## config.mk

```make
export PLATFORM = sky130hd
export DESIGN_NAME = tick_timer_sched
export DESIGN_NICKNAME = d
export VERILOG_FILES = /design/src/rtl/tick_timer_sched.sv
export SDC_FILE = /design/constraint.sdc
export NUM_CORES = 1
export LEC_CHECK = 0
export ABC_AREA = 1
export CELL_PAD_IN_SITES_DETAIL_PLACEMENT = 0
export CELL_PAD_IN_SITES_GLOBAL_PLACEMENT = 2
export CORE_ASPECT_RATIO = 1.2
export CORE_MARGIN = 2
export CORE_UTILIZATION = 35
export CTS_CLUSTER_SIZE = 16
export DETAILED_ROUTE_END_ITERATION = 6
export HOLD_SLACK_MARGIN = 0.15
export PLACE_DENSITY = 0.86
export SYNTH_ARGS = -nofsm -noshare
export SYNTH_HDL_FRONTEND = slang
export SYNTH_SLANG_ARGS = --single-unit
```

## constraint.sdc

```tcl
create_clock -name clk_in -period 1.9 [get_ports clk_in]
set_input_delay 0.38 -clock clk_in [delete_from_list [all_inputs] [get_ports clk_in]]
set_output_delay 0.38 -clock clk_in [all_outputs]
set_load 0.03 [all_outputs]
```

## src/rtl/tick_timer_sched.sv

```systemverilog
// tick_timer_sched: us/ms/s tick cascade shared by four one-shot/periodic timer channels; SCHED_PAUSE_EN adds a pause input
module tick_timer_sched #(
  parameter int CLK_DIV_US = 12,
  parameter int TIMER_W    = 16
) (
  input  logic               clk_in,
  input  logic               rst,
`ifdef SCHED_PAUSE_EN
  input  logic               pause,
`endif
  output logic               tick_us,
  output logic               tick_ms,
  output logic               tick_s,
  input  logic               cfg_valid,
  output logic               cfg_ready,
  input  logic [1:0]         cfg_ch,
  input  logic               cfg_cmd,
  input  logic [1:0]         cfg_base,
  input  logic               cfg_mode,
  input  logic [TIMER_W-1:0] cfg_period,
  output logic [3:0]         ch_busy,
  output logic [3:0]         ch_expire
);
  typedef enum logic {IDLE, RUN} state_e;
  localparam int UW = $clog2(CLK_DIV_US);
  logic hold;
`ifdef SCHED_PAUSE_EN
  assign hold = pause;
`else
  assign hold = 1'b0;
`endif
  logic [UW-1:0] us_cnt_q, us_cnt_d;
  logic [9:0] ms_cnt_q, ms_cnt_d, s_cnt_q, s_cnt_d;
  logic tick_us_q, tick_us_d, tick_ms_q, tick_ms_d, tick_s_q, tick_s_d, cfg_ready_q;
  logic us_wrap, ms_wrap, s_wrap, accept;
  state_e state_q [4];
  state_e state_d [4];
  logic [1:0] base_q [4];
  logic [1:0] base_d [4];
  logic mode_q [4];
  logic mode_d [4];
  logic [TIMER_W-1:0] period_q [4];
  logic [TIMER_W-1:0] period_d [4];
  logic [TIMER_W-1:0] cnt_q [4];
  logic [TIMER_W-1:0] cnt_d [4];
  logic [3:0] expire_q, expire_d, base_tick;
  assign accept  = cfg_valid && cfg_ready_q;
  assign us_wrap = us_cnt_q == UW'(CLK_DIV_US - 1);
  assign ms_wrap = us_wrap && ms_cnt_q == 10'd999;
  assign s_wrap  = ms_wrap && s_cnt_q == 10'd999;
  assign cfg_ready = cfg_ready_q;
  assign tick_us   = tick_us_q && !hold;
  assign tick_ms   = tick_ms_q && !hold;
  assign tick_s    = tick_s_q && !hold;
  assign ch_expire = expire_q & {4{!hold}};
  // prescaler cascade next state; a pause freezes counters and pending ticks alike
  always_comb begin
    us_cnt_d  = hold ? us_cnt_q : us_wrap ? '0 : us_cnt_q + 1'b1;
    ms_cnt_d  = (hold || !us_wrap) ? ms_cnt_q : ms_wrap ? '0 : ms_cnt_q + 10'd1;
    s_cnt_d   = (hold || !ms_wrap) ? s_cnt_q : s_wrap ? '0 : s_cnt_q + 10'd1;
    tick_us_d = hold ? tick_us_q : us_wrap;
    tick_ms_d = hold ? tick_ms_q : ms_wrap;
    tick_s_d  = hold ? tick_s_q : s_wrap;
  end
  // channel FSMs: an accepted command takes priority over a same-cycle count or expiry
  always_comb begin
    ch_busy   = '0;
    base_tick = '0;
    expire_d  = '0;
    for (int i = 0; i < 4; i++) begin
      state_d[i]   = state_q[i];
      base_d[i]    = base_q[i];
      mode_d[i]    = mode_q[i];
      period_d[i]  = period_q[i];
      cnt_d[i]     = cnt_q[i];
      ch_busy[i]   = state_q[i] == RUN;
      expire_d[i]  = hold ? expire_q[i] : 1'b0;
      base_tick[i] = !hold && (base_q[i] == 2'b00 ? tick_us_q :
                               base_q[i] == 2'b01 ? tick_ms_q :
                               base_q[i] == 2'b10 ? tick_s_q : 1'b1);
      if (accept && cfg_ch == 2'(i)) begin
        if (cfg_cmd && cfg_period != '0) begin
          state_d[i]  = RUN;
          base_d[i]   = cfg_base;
          mode_d[i]   = cfg_mode;
          period_d[i] = cfg_period;
          cnt_d[i]    = cfg_period - 1'b1;
        end else begin
          state_d[i] = IDLE;
          cnt_d[i]   = '0;
        end
      end else if (state_q[i] == RUN && base_tick[i]) begin
        if (cnt_q[i] != '0) begin
          cnt_d[i] = cnt_q[i] - 1'b1;
        end else begin
          expire_d[i] = 1'b1;
          cnt_d[i]    = mode_q[i] ? period_q[i] - 1'b1 : '0;
          state_d[i]  = mode_q[i] ? RUN : IDLE;
        end
      end
    end
  end
  // state registers; reset clears every counter, tick and in-flight expiry immediately
  always_ff @(posedge clk_in or negedge rst) begin
    if (!rst) begin
      us_cnt_q    <= '0;
      ms_cnt_q    <= '0;
      s_cnt_q     <= '0;
      tick_us_q   <= 1'b0;
      tick_ms_q   <= 1'b0;
      tick_s_q    <= 1'b0;
      cfg_ready_q <= 1'b0;
      state_q     <= '{default: IDLE};
      base_q      <= '{default: '0};
      mode_q      <= '{default: 1'b0};
      period_q    <= '{default: '0};
      cnt_q       <= '{default: '0};
      expire_q    <= '0;
    end else begin
      us_cnt_q    <= us_cnt_d;
      ms_cnt_q    <= ms_cnt_d;
      s_cnt_q     <= s_cnt_d;
      tick_us_q   <= tick_us_d;
      tick_ms_q   <= tick_ms_d;
      tick_s_q    <= tick_s_d;
      cfg_ready_q <= 1'b1;
      state_q     <= state_d;
      base_q      <= base_d;
      mode_q      <= mode_d;
      period_q    <= period_d;
      cnt_q       <= cnt_d;
      expire_q    <= expire_d;
    end
  end
endmodule

```

Word level (Yosys, flattened, before mapping). Index checks and enable logic that the tools add are counted.

Register bits: 176. Bits of input ports: 25.

$add $sub $neg: 12. Reduce and logical (&&, ||, !) cells: 34. Mux-type cells: 61. Equal/unequal tests: 18.

Operators by type and width (count): $mux W16 (17); $sub A16 B1 Y16 const B (9); $reduce_bool A16 Y1 (5); $mux W1 (41); $add A10 B1 Y10 const B (2); $eq A10 B10 Y1 const B (2); $mux W10 (2); $reduce_and A2 Y1 (8); $eq A2 B2 Y1 const B (6); $logic_and A1 B1 Y1 (12); $eq A2 B1 Y1 const B (5); $logic_not A2 Y1 (5); $ne A2 B2 Y1 const B (4); $reduce_bool A2 Y1 (4); $add A4 B1 Y4 const B (1); $eq A4 B4 Y1 const B (1); $mux W4 (1).

Depth between registers and ports, before layout.
Word-level depth: 7. Depth in mapped cells: 13.

Worst setup path before layout. No wires, ideal clock.

Path type: flip-flop to flip-flop. Start point: reg cfg_ready_q (netlist: cfg_ready). End point: reg cnt_q[49] in the netlist's numbering. Path buffers: 1. Setup time: 0.131 ns. Setup slack: 0.224 ns. Stages on the path, launching flop included: 9. Arrival: 1.545 ns. Data required time: 1.769 ns. Cell sequence: dfrtp_1 > nand2_2 > inv_1 > nand2_1 > nand2_1 > inv_1 > buf_2 > a22oi_1 > nand3_1.

Longest elaborated chain between the ends: 3. Elaborated cells between the ends (all ways): 4.

Ends and longest elaborated chain: from (decl) (line 34) `logic tick_us_q, tick_us_d, tick_ms_q, tick_ms_d, tick_s_q, tick_s_d, cfg_ready_q;`; from (signal assigned) (line 112) `cfg_ready_q <= 1'b0;`; from (signal assigned) (line 126) `cfg_ready_q <= 1'b1;`; $logic_and A1 B1 Y1 (*) (line 47) `assign accept = cfg_valid && cfg_ready_q;`; $logic_and A1 B1 Y1 (*) (line 81) `if (accept && cfg_ch == 2'(i)) begin`; $mux W16 / $reduce_bool A2 Y1 (equally long branches); to (signal assigned) (line 131) `cnt_q <= cnt_d;`; to (decl) (line 44) `logic [TIMER_W-1:0] cnt_q [4];`.

Mark *: on every way between the ends. The rest lies on a longest branch, timed or not. A chain may end at the register's enable or synchronous reset.

Worst setup path in the final report.
Start point: reg expire_q[3] (netlist: ch_expire[3]). End point: out ch_expire[3].

RTL lines: from (decl) (line 46) `logic [3:0] expire_q, expire_d, base_tick;`; from (signal assigned) (line 132) `expire_q <= expire_d;`; to (decl) (line 22) `output logic [3:0] ch_expire`.

No word-level cell between the ends.

==> impl_metrics.prom <==
# TYPE chip_impl_metric gauge
chip_impl_info{name="status",value="completed"} 1
chip_impl_metric{name="cts_num_sinks",unit=""} 176
chip_impl_metric{name="critPathMaxFanout",unit=""} 1
chip_impl_metric{name="timing.max_slew.rel_slack",unit="%"} 59.9
chip_impl_metric{name="final.setup_skew",unit="ps"} 10.7
chip_impl_metric{name="cts.reportedPaths.clkPinSlew",unit="ps"} 80
chip_impl_info{name="setup.worst_path.end_class",value="output pin"} 1
chip_impl_info{name="timing.critical_path.from_type",value="register"} 1
chip_impl_info{name="critPathTopFamily",value="buffers and inverters"} 1
chip_impl_metric{name="chipWidth",unit="um"} 173
chip_impl_metric{name="wl_per_cell",unit="um"} 17.3
chip_impl_metric{name="irDropWorstVdd",unit="V"} 0.000525
chip_impl_metric{name="grt_overflow",unit=""} 0
chip_impl_metric{name="pwr_density_cell",unit="mW/mm2"} 1140
chip_impl_metric{name="route.final.wire_length",unit="um"} 43200
chip_impl_metric{name="setup_viol",unit=""} 0
chip_impl_metric{name="postSynthRegisterBits",unit=""} 176
chip_impl_metric{name="worst_pin_slew",unit="ps"} 601
chip_impl_metric{name="synth.cell_area",unit="mm2"} 0.0120
chip_impl_metric{name="cts_htree_levels",unit=""} 4
chip_impl_metric{name="dpl.hpwl",unit="um"} 34300
chip_impl_metric{name="final_hold_viol_count",unit=""} 0
chip_impl_metric{name="viasPerCell",unit=""} 4.99
chip_impl_metric{name="clock_tree.buffer_depth",unit=""} 2
chip_impl_info{name="dominantRegCellSynth",value="sky130_fd_sc_hd__dfrtp_1"} 1
chip_impl_metric{name="final_ant_viol_nets",unit=""} 0
chip_impl_metric{name="die_area",unit="mm2"} 0.0357
chip_impl_metric{name="min_period_over_period",unit="%"} 97.2
chip_impl_metric{name="first_iter_violations",unit=""} 794
chip_impl_metric{name="drt_pre_antenna_iters",unit=""} 6
chip_impl_metric{name="final-max-slew-violation-count",unit=""} 0
chip_impl_metric{name="syn-instance-count",unit=""} 1798
chip_impl_metric{name="synthesis.yosys.warnings",unit=""} 0
chip_impl_metric{name="number_of_global_route_vias_before_repair",unit=""} 12300
chip_impl_metric{name="synth-async-reset-ratio",unit="%"} 100
chip_impl_info{name="cts-root-buf",value="sky130_fd_sc_hd__clkbuf_16"} 1
chip_impl_info{name="criticalPathCategory",value="register to output pin"} 1
chip_impl_metric{name="routabilityCongestion",unit=""} 0.992
chip_impl_metric{name="initial_utilization",unit="%"} 35.3
chip_impl_info{name="tritoncts",value="yes"} 1
chip_impl_metric{name="synth.avg_cell_area",unit="um2"} 6.65
chip_impl_metric{name="drive_above_1_share",unit="%"} 16.3
chip_impl_metric{name="max-cap-violations",unit=""} 0
chip_impl_metric{name="core_area",unit="mm2"} 0.0339
chip_impl_info{name="library_cell_contributing_the_largest_single_delay_on_the_critical_path",value="sky130_fd_sc_hd__clkdlybuf4s50_1"} 1
chip_impl_metric{name="nets",unit=""} 2071
chip_impl_metric{name="die_height",unit="um"} 207
chip_impl_metric{name="top_level_ports",unit=""} 37
chip_impl_metric{name="tritoncts.num_buffers",unit=""} 17
chip_impl_metric{name="synth.yosys.seq_area_share",unit="%"} 36.8
chip_impl_metric{name="antenna-diode-count",unit=""} 0
chip_impl_metric{name="worst_ep_arrival_time",unit="ps"} 1470
chip_impl_metric{name="antenna_found_initial",unit=""} 0
chip_impl_info{name="mostFrequentLayoutCell",value="sky130_fd_sc_hd__nand2_1"} 1
chip_impl_metric{name="finalWorstPathRequiredPeriod",unit="ps"} 1850
chip_impl_metric{name="utilization",unit="%"} 44.6
chip_impl_metric{name="grt_first_pass_wirelength",unit="um"} 67700
chip_impl_metric{name="crit_path_max_incr_delay",unit="ps"} 670
chip_impl_metric{name="areaGrowthSynthToFinish",unit="%"} 26.4
chip_impl_metric{name="route.detailed.drc",unit=""} 0
chip_impl_metric{name="synth-edff-count",unit=""} 0
chip_impl_metric{name="bufs_and_invs_on_worst_path",unit=""} 1
chip_impl_info{name="mostFrequentLayoutCells",value="sky130_fd_sc_hd__nand2_1, sky130_fd_sc_hd__inv_1, sky130_fd_sc_hd__nor2_1"} 1
chip_impl_metric{name="critPathRequiredTime",unit="ps"} 1520
chip_impl_metric{name="synthDistinctLibCells",unit=""} 42
chip_impl_info{name="crit_path_cell_trace",value="clkdlybuf4s50_1"} 1
chip_impl_metric{name="finalHoldWorstSlack",unit="ps"} 364
chip_impl_metric{name="postSynthNetCount",unit=""} 1840
chip_impl_metric{name="p_leak",unit="nW"} 7.60
chip_impl_info{name="worst_min_delay_path_class",value="input pin to register"} 1
chip_impl_metric{name="routed-via-count",unit=""} 12500
chip_impl_metric{name="grt_start_max_net_pins",unit=""} 56
chip_impl_metric{name="port_buffers",unit=""} 36
chip_impl_metric{name="fmax",unit="MHz"} 541
chip_impl_metric{name="placementRows",unit=""} 74
chip_impl_metric{name="grtUsageTotal",unit="%"} 24.6
chip_impl_metric{name="clk_latency",unit="ps"} 460
-- sequential cells by signal (all words and copies together) (netlist names) --
name       count
ch_expire      4
tick_us        1
base_q         8
us_cnt_q       4
period_q      64
ch_busy        4
cnt_q         64
tick_s         1
s_cnt_q       10
tick_ms        1
ms_cnt_q      10
cfg_ready      1
mode_q         4
-- what timing repair did --
action | in CTS | in global routing
gates resized for setup | 25 | 58
setup endpoints to repair | 29 | 75
buffers inserted | 0 | 7
cloned | 0 | 1
pin swaps | 0 | 10
endpoints found under the hold margin | 32 | 0
hold buffers | 1 | 0
-- metal layers --
metal	up-vias	global-route usage (%)	wire length, um
met5	-	0	0
met4	0	9.59	1580
met3	78	3.79	1890
met2	300	42.4	20500
met1	5908	31.3	19300
li1	6181	-	-
-- cells in the mapped netlist, types with 3 or more instances --
cell type	count	area, um2
sky130_fd_sc_hd__nor3_1	27	135
sky130_fd_sc_hd__o21bai_1	3	22.5
sky130_fd_sc_hd__a22oi_1	3	22.5
sky130_fd_sc_hd__nand4_1	44	275
sky130_fd_sc_hd__or2_2	4	25.0
sky130_fd_sc_hd__clkinv_1	3	11.3
sky130_fd_sc_hd__a21oi_1	23	115
sky130_fd_sc_hd__nand3b_1	6	45.0
sky130_fd_sc_hd__o21ai_0	116	581
sky130_fd_sc_hd__nor2_1	230	863
sky130_fd_sc_hd__dfrtp_1	176	4400
sky130_fd_sc_hd__nand3_1	189	946
sky130_fd_sc_hd__o211ai_1	11	82.6
sky130_fd_sc_hd__nor2_2	6	37.5
sky130_fd_sc_hd__clkbuf_1	8	30.0
sky130_fd_sc_hd__nand2_1	571	2140
sky130_fd_sc_hd__o21ai_2	16	140
sky130_fd_sc_hd__o21ai_1	6	30.0
sky130_fd_sc_hd__nand2_2	3	18.8
sky130_fd_sc_hd__ha_1	17	213
sky130_fd_sc_hd__xnor2_1	11	96.3
sky130_fd_sc_hd__nand2_4	3	33.8
sky130_fd_sc_hd__nor3_4	3	48.8
sky130_fd_sc_hd__inv_1	217	815
sky130_fd_sc_hd__xor2_1	53	464
sky130_fd_sc_hd__buf_6	4	45.0
sky130_fd_sc_hd__inv_2	9	33.8
sky130_fd_sc_hd__buf_4	7	52.6
sky130_fd_sc_hd__buf_2	8	40.0
sky130_fd_sc_hd__o21a_1	5	37.5
-- final cells by class --
cell class                 instances  area (um2)
timing repair inverter             1        5.00
sequential                       176        4400
fill                            3613       18800
clock inverter                    11        98.8
inverter                         230         872
multi-input combinational       1363        6690
tap                              456         571
timing repair buffer             240        2040
clock buffer                      21         450
-- stage by stage --
| stage | area, um2 | power [mW] | setup WS [ps] | std cells | TNS, ps |
|---|---|---|---|---|---|
| finish | 15100 | 17.2 | 52.7 | 2498 | 0 |
| CTS | 14900 | 17.1 | 4.89 | 2490 | 0 |
| detailed placement | 14300 | 13.5 | -591 | 2457 | -52900 |
| global placement | 14300 | 13.5 | -577 | 2457 | -57240 |
| floorplan | 12000 | 10.5 | 224 | 1798 | 0 |
| global route | 15100 | 18.6 | -23.7 | 2498 | -29.5 |
-- kinds of logic after synthesis --
kind of cell / synth area share (%)
AO/OA/AOI/OAI: 8.73
XOR/XNOR: 4.68
adder cells (fa/ha/maj): 1.78
buffers and inverters: 8.88
flip-flops: 36.8
other: 0.0313
AND/OR/NAND/NOR: 39.1
-- power by group --
group / internal [mW] / switching [mW] / total (mW)
clock: 1.75 / 1.71 / 3.45
sequential: 4.67 / 0.965 / 5.64
combinational: 3.16 / 4.97 / 8.13
total: 9.58 / 7.65 / 17.2
-- worst reg2reg max path, delay by kind of cell, from the launching register on --
kind	cells	cell delay, ps
AOI/OAI and AO/OA	1	90
buffers and inverters	1	210
DFF	1	400
and+or+nand+nor	9	1000
-- path summary, 6_finish.rpt --
path	from	to	slack (ps)	depth (start not counted)
worst max-delay path	ch_expire[3]$_DFF_PN0_	ch_expire[3]	50	1
worst min-delay path	cfg_period[3]	period_q[3]$_DFFE_PN0P_	360	3
min in group asynchronous	rst	cnt_q[0]$_DFFE_PN0P_	410	2
worst min register to register	period_q[1]$_DFFE_PN0P_	period_q[1]$_DFFE_PN0P_	500	2
worst max register to register	cnt_q[23]$_DFFE_PN0P_	cnt_q[16]$_DFFE_PN0P_	70	11
max in group asynchronous	rst	cnt_q[17]$_DFFE_PN0P_	820	3
(Power assumes the default switching activity.)
